**src/rtl/pulse_timer_gen.sv**
```systemverilog
// Prescaled pulse timer: optional delay, then a pulse of MT ticks, then one-shot, retriggerable or periodic repeat.
// State updates every clk; a tick (ce) occurs every NTe clks. No backpressure.
module pulse_timer_gen #(
  parameter int Z = 11,
  parameter int N = 16
) (
  input  logic         clk,
  input  logic         rst,
  input  logic         st,
  input  logic         stop,
  input  logic [1:0]   mode,
  input  logic [N-1:0] NTclk,
  input  logic [Z-1:0] MD,
  input  logic [Z-1:0] MT,
  input  logic [Z-1:0] MG,
  output logic [Z-1:0] q,
  output logic         PW,
  output logic         end_PW,
  output logic         ceo,
  output logic         busy,
  output logic         done
);

  typedef enum logic [1:0] {IDLE, DELAY, PULSE, GAP} state_t;

  localparam logic [1:0] MODE_RETRIG   = 2'b01;
  localparam logic [1:0] MODE_PERIODIC = 2'b10;

  state_t       state, state_nxt;
  logic [Z-1:0] q_nxt;
  logic         pw_nxt, done_nxt;
  logic [N-1:0] cb_ce, cb_nxt;
  logic [N-1:0] nte, nte_nxt;
  logic [1:0]   mode_l, mode_nxt;
  logic [Z-1:0] md_l, md_nxt, mt_l, mt_nxt, mg_l, mg_nxt;

  logic         ce;
  logic         start_ok;
  logic [Z-1:0] mt_in_eff, mt_l_eff;

  assign ce        = (cb_ce == nte);
  assign mt_in_eff = (MT == '0) ? Z'(1) : MT;
  assign mt_l_eff  = (mt_l == '0) ? Z'(1) : mt_l;

  // A retriggerable run may be restarted while still timing (delay or pulse), never in GAP.
  assign start_ok = st && !stop &&
                    ((state == IDLE) ||
                     ((mode_l == MODE_RETRIG) && ((state == DELAY) || (state == PULSE))));

  assign end_PW = PW && (q == Z'(1));

  always_comb begin
    state_nxt = state;
    q_nxt     = q;
    pw_nxt    = PW;
    done_nxt  = 1'b0;
    cb_nxt    = cb_ce + N'(1);
    mode_nxt  = mode_l;
    nte_nxt   = nte;
    md_nxt    = md_l;
    mt_nxt    = mt_l;
    mg_nxt    = mg_l;

    if (stop) begin
      state_nxt = IDLE;
      q_nxt     = '0;
      pw_nxt    = 1'b0;
      cb_nxt    = N'(1);
    end else if (start_ok) begin
      mode_nxt = mode;
      nte_nxt  = (NTclk == '0) ? N'(1) : NTclk;
      md_nxt   = MD;
      mt_nxt   = MT;
      mg_nxt   = MG;
      cb_nxt   = N'(1);
      if (MD != '0) begin
        state_nxt = DELAY;
        q_nxt     = MD;
        pw_nxt    = 1'b0;
      end else begin
        state_nxt = PULSE;
        q_nxt     = mt_in_eff;
        pw_nxt    = 1'b1;
      end
    end else begin
      if (ce) begin
        cb_nxt = N'(1);
      end
      if (ce && (state != IDLE)) begin
        if (q > Z'(1)) begin
          q_nxt = q - Z'(1);
        end else begin
          unique case (state)
            DELAY, GAP: begin
              state_nxt = PULSE;
              q_nxt     = mt_l_eff;
              pw_nxt    = 1'b1;
            end
            PULSE: begin
              done_nxt = 1'b1;
              if (mode_l == MODE_PERIODIC) begin
                if (mg_l != '0) begin
                  state_nxt = GAP;
                  q_nxt     = mg_l;
                  pw_nxt    = 1'b0;
                end else begin
                  q_nxt  = mt_l_eff;
                  pw_nxt = 1'b1;
                end
              end else begin
                state_nxt = IDLE;
                q_nxt     = '0;
                pw_nxt    = 1'b0;
              end
            end
            default: begin
              state_nxt = IDLE;
            end
          endcase
        end
      end
    end
  end

  always_ff @(posedge clk) begin
    if (rst) begin
      state  <= IDLE;
      q      <= '0;
      PW     <= 1'b0;
      ceo    <= 1'b0;
      busy   <= 1'b0;
      done   <= 1'b0;
      cb_ce  <= '0;
      nte    <= '0;
      mode_l <= '0;
      md_l   <= '0;
      mt_l   <= '0;
      mg_l   <= '0;
    end else begin
      state  <= state_nxt;
      q      <= q_nxt;
      PW     <= pw_nxt;
      ceo    <= ce;
      busy   <= (state_nxt != IDLE);
      done   <= done_nxt;
      cb_ce  <= cb_nxt;
      nte    <= nte_nxt;
      mode_l <= mode_nxt;
      md_l   <= md_nxt;
      mt_l   <= mt_nxt;
      mg_l   <= mg_nxt;
    end
  end

endmodule
```
**config.mk**
```make
export PLATFORM = sky130hd
export DESIGN_NAME = pulse_timer_gen
export DESIGN_NICKNAME = d
export VERILOG_FILES = /design/src/rtl/pulse_timer_gen.sv
export SDC_FILE = /design/constraint.sdc
export NUM_CORES = 1
export LEC_CHECK = 0
export CORE_ASPECT_RATIO = 0.8
export CORE_MARGIN = 2
export CORE_UTILIZATION = 25
export CTS_CLUSTER_SIZE = 30
export DETAILED_ROUTE_END_ITERATION = 10
export GPL_TIMING_DRIVEN = 1
export PLACE_DENSITY = 0.51
export SLEW_MARGIN = 20
export SYNTH_ARGS = -nofsm -noshare
export SYNTH_HDL_FRONTEND = slang
export SYNTH_SLANG_ARGS = --single-unit
```
**constraint.sdc**
```tcl
create_clock -name clk -period 3.6 [get_ports clk]
set_clock_uncertainty 0.1 [all_clocks]
set_input_delay 0.9 -clock clk [delete_from_list [all_inputs] [get_ports clk]]
set_output_delay 0.9 -clock clk [all_outputs]
set_load 0.02 [all_outputs]
```
==> out/metrics.cfg <==
[drt]
wirelength_met1_um=5960
dr.pass1.iters=4
wl_per_cell_um=15.7
num_vias=3597
remaining_drc_errors=0
vias_per_cell=5.04
highest_layer=met4
wl_um=11200
antenna_left=0
wl_met3_um=553
drt_iter0_markers=317
met2WireLength_um=4440

[timing]
period_minus_slack_ns=3.22
setup_violations=0
finalCritPeriodShare_pct=89.4
slew_viol_final=0
max_freq_ghz=0.311
worst_pin_slew_ns=0.903
setup_tns_ns=0
hold_viol=0
relSlewSlack_pct=39.6
rsz0062_at_grt=false

[global_routing]
grt_pass1_vias=3434
grt_util_all_layers_pct=14.6
grt_pass1_wl_um=18200
grt_overflow=0
grt_max_degree=39
antenna_found_initial=0

[synthesis]
synthAdderAreaFrac_pct=2.39
synth_xor_xnor_area_share_pct=8.14
synth_edf_count=0
yosys.area_share.simple_pct=26.6
synthTopCellsByArea=dfxtp_1, nand2_1, a21oi_1, xor2_1, nor2_1
yosysTopAreaCell=dfxtp_1
synth_top_family_by_area=simple AND/OR/NAND/NOR gates
synth_ff_type=dfxtp_1
yosysUniqueCellTypes=53
synth-seq-area-share_pct=39.9
async_flop_share_pct=0
syn-num-nets=519
muxShareOfSynthArea_pct=0.581
syn_avg_cell_area_um2=8.01
yosys_register_bits=73
yosys_warnings=0
synth_compound_area_share_pct=19.4
synth_area_um2=3660
postSynthCellCount=457
synth_top_cell_area_share_pct=39.9

[floorplan]
core_area_um2=14300
io_pins=71
die_width_um=139
dieArea_um2=15600
die_y_um=112
rows=39
start_util_pct=25.6

[clock_tree]
cts_resized=0
cts_tree=built
numCtsBuffers=9
cts_htree_levels=3
cts.path.max_buffers=2
postCtsSetupBuffers=0
root_buffer=clkbuf_16
path_clk_slew_ns=0.05
hold_buffers=0
clock_sinks=73
clkLatencyLatePin_ns=0.33

[pwr]
p_total_uw=2020
p_comb_share_pct=17.2
netSwitchingFraction_pct=26.8
p_leak_uw=0.00180
pwr-share-clk_pct=39.8
seq_power_share_pct=43.0
p_int_uw=1480
power_density_nw_per_um2=415
p_switching_uw=540
ir_worst_vdd_uv=214

[critical_path]
r2r-end=q[3]$_SDFFE_PP0P_
worstPathMaxFanout=8
cp_data_arrival_time_ns=2.22
rr_startpoint=cb_ce[0]$_SDFF_PP0_
path_cells=nor3_1 -> and3_1 -> and3_1 -> clkdlybuf4s50_1
cp.buffers_inverters=1
end_kind=primary output
required_ns=2.60
slowest_stage=clkdlybuf4s50_1
reg2reg_slack_ns=0.92
crit_path_start_kind=flop
cp_common_cell=and3_1
reg2reg_depth=6
worstSetupPathType=flop to primary output
cp_top_family=simple AND/OR/NAND/NOR gates
slowest_delay_ns=0.60

[placement]
gp_congestion=0.821
io_buffers=70
dp_hpwl_um=8590

[final_layout]
syn_to_final_growth_pct=32.6
nets=587
final_util_pct=33.9
layout-drive-gt1-share_pct=6.43
diodes=0
final.fill_count=1524

[run_status]
status=finished clean

[worst_hold_path]
whs_path_depth=2
min-delay-start=mode_l[0]$_SDFFE_PP0P_
hp-class=flop to flop
worstHoldEndpoint=mode_l[0]$_SDFFE_PP0P_

[flow_run]
max_cap_viol_count=0

-- cell families after synthesis --
kind of cell	count (synthesis)
compound gates	107
mux	2
simple gates	205
xor+xnor	34
buf+inv	29
fa+ha+maj	7
flops	73
-- cell usage in the layout (no fill, tap or decap), drive strengths merged, types with 11 or more instances in the layout --
| master | synthesis | final |
|---|---|---|
| nor3 | 13 | 13 |
| clkdlybuf4s50 | 0 | 70 |
| nor2 | 54 | 54 |
| dfxtp | 73 | 73 |
| nand2 | 80 | 80 |
| clkbuf | 20 | 12 |
| a21oi | 48 | 48 |
| nor4 | 16 | 16 |
| xor2 | 26 | 26 |
| a22oi | 11 | 11 |
-- worst reg2reg max path, stage by stage (launching register included) --
cell and delay, ns:
dfxtp_1 0.35, xor2_1 0.16, nor4_1 0.43, nand4_2 0.30, o31a_1 0.54, or4_1 0.58, a21oi_1 0.14
-- per-layer routing --
| metal | track usage, % | up-vias |
|---|---|---|
| met5 | 0 | - |
| met4 | 4.71 | 0 |
| met3 | 3.75 | 21 |
| met2 | 19.8 | 97 |
| met1 | 22.2 | 1704 |
| li1 | - | 1775 |
-- worst max path at each step --
stage                       from                end  slack [ns]  cells past startpoint
2_1_floorplan              MD[4]  q[4]$_SDFFE_PP0P_        0.82                      6
3_3_place_gp               MD[4]  q[4]$_SDFFE_PP0P_        0.39                      7
3_5_place_dp               MD[4]  q[4]$_SDFFE_PP0P_        0.36                      7
4_1_cts        q[7]$_SDFFE_PP0P_             end_PW        0.38                      4
5_1_grt        q[7]$_SDFFE_PP0P_             end_PW        0.25                      4
6_report       q[7]$_SDFFE_PP0P_             end_PW        0.38                      4
-- power groups by stage --
stage,Clock (µW),Sequential (µW),Combinational [µW]
floorplan,0,881,187
global placement,0,884,341
detailed placement,0,885,341
CTS,821,867,344
global route,860,871,380
finish,803,867,346
-- synthesized netlist by cell type, types with 3 or more instances --
cell and n:
xnor2_1 8, nand2b_1 3, nand2_1 80, a221o_1 3, clkbuf_1 20, nor4_2 3
and3_1 9, o21ai_0 6, inv_1 6, a211oi_1 6, nand3_1 10, dfxtp_1 73
a21oi_1 48, or4_1 6, xor2_1 26, nor2_1 54, nand4_1 4, a221oi_1 9
a22oi_1 11, ha_1 7, nor4_1 12, nor3_1 13
-- area by class of cell --
cell class	instances	area [µm²]	share of cell area, %
Clock buffer	12	246	5.08
Sequential cell	73	1460	30.1
Clock inverter	3	17.5	0.361
Inverter	6	22.5	0.464
Multi-Input combinational cell	355	2100	43.3
Timing Repair Buffer	80	776	16.0
Tap cell	184	230	4.74
-- state kept, by name, summed over array words and instances (netlist names) --
register,cells
state,2
ceo,1
q,11
busy,1
mode_l,2
done,1
PW,1
mt_l,11
cb_ce,16
nte,16
mg_l,11
-- through the flow --
stage	cells	hold slack, ns	worst slack [ns]	instance area (µm²)
final	713	0.369	0.383	4850
after global routing	713	0.390	0.246	4850
after CTS	713	0.371	0.382	4850
after detailed placement	698	0.362	0.360	4590
after global placement	698	0.356	0.393	4590
after floorplan	457	0.336	0.820	3660
Power figures use the tool's default switching activity.
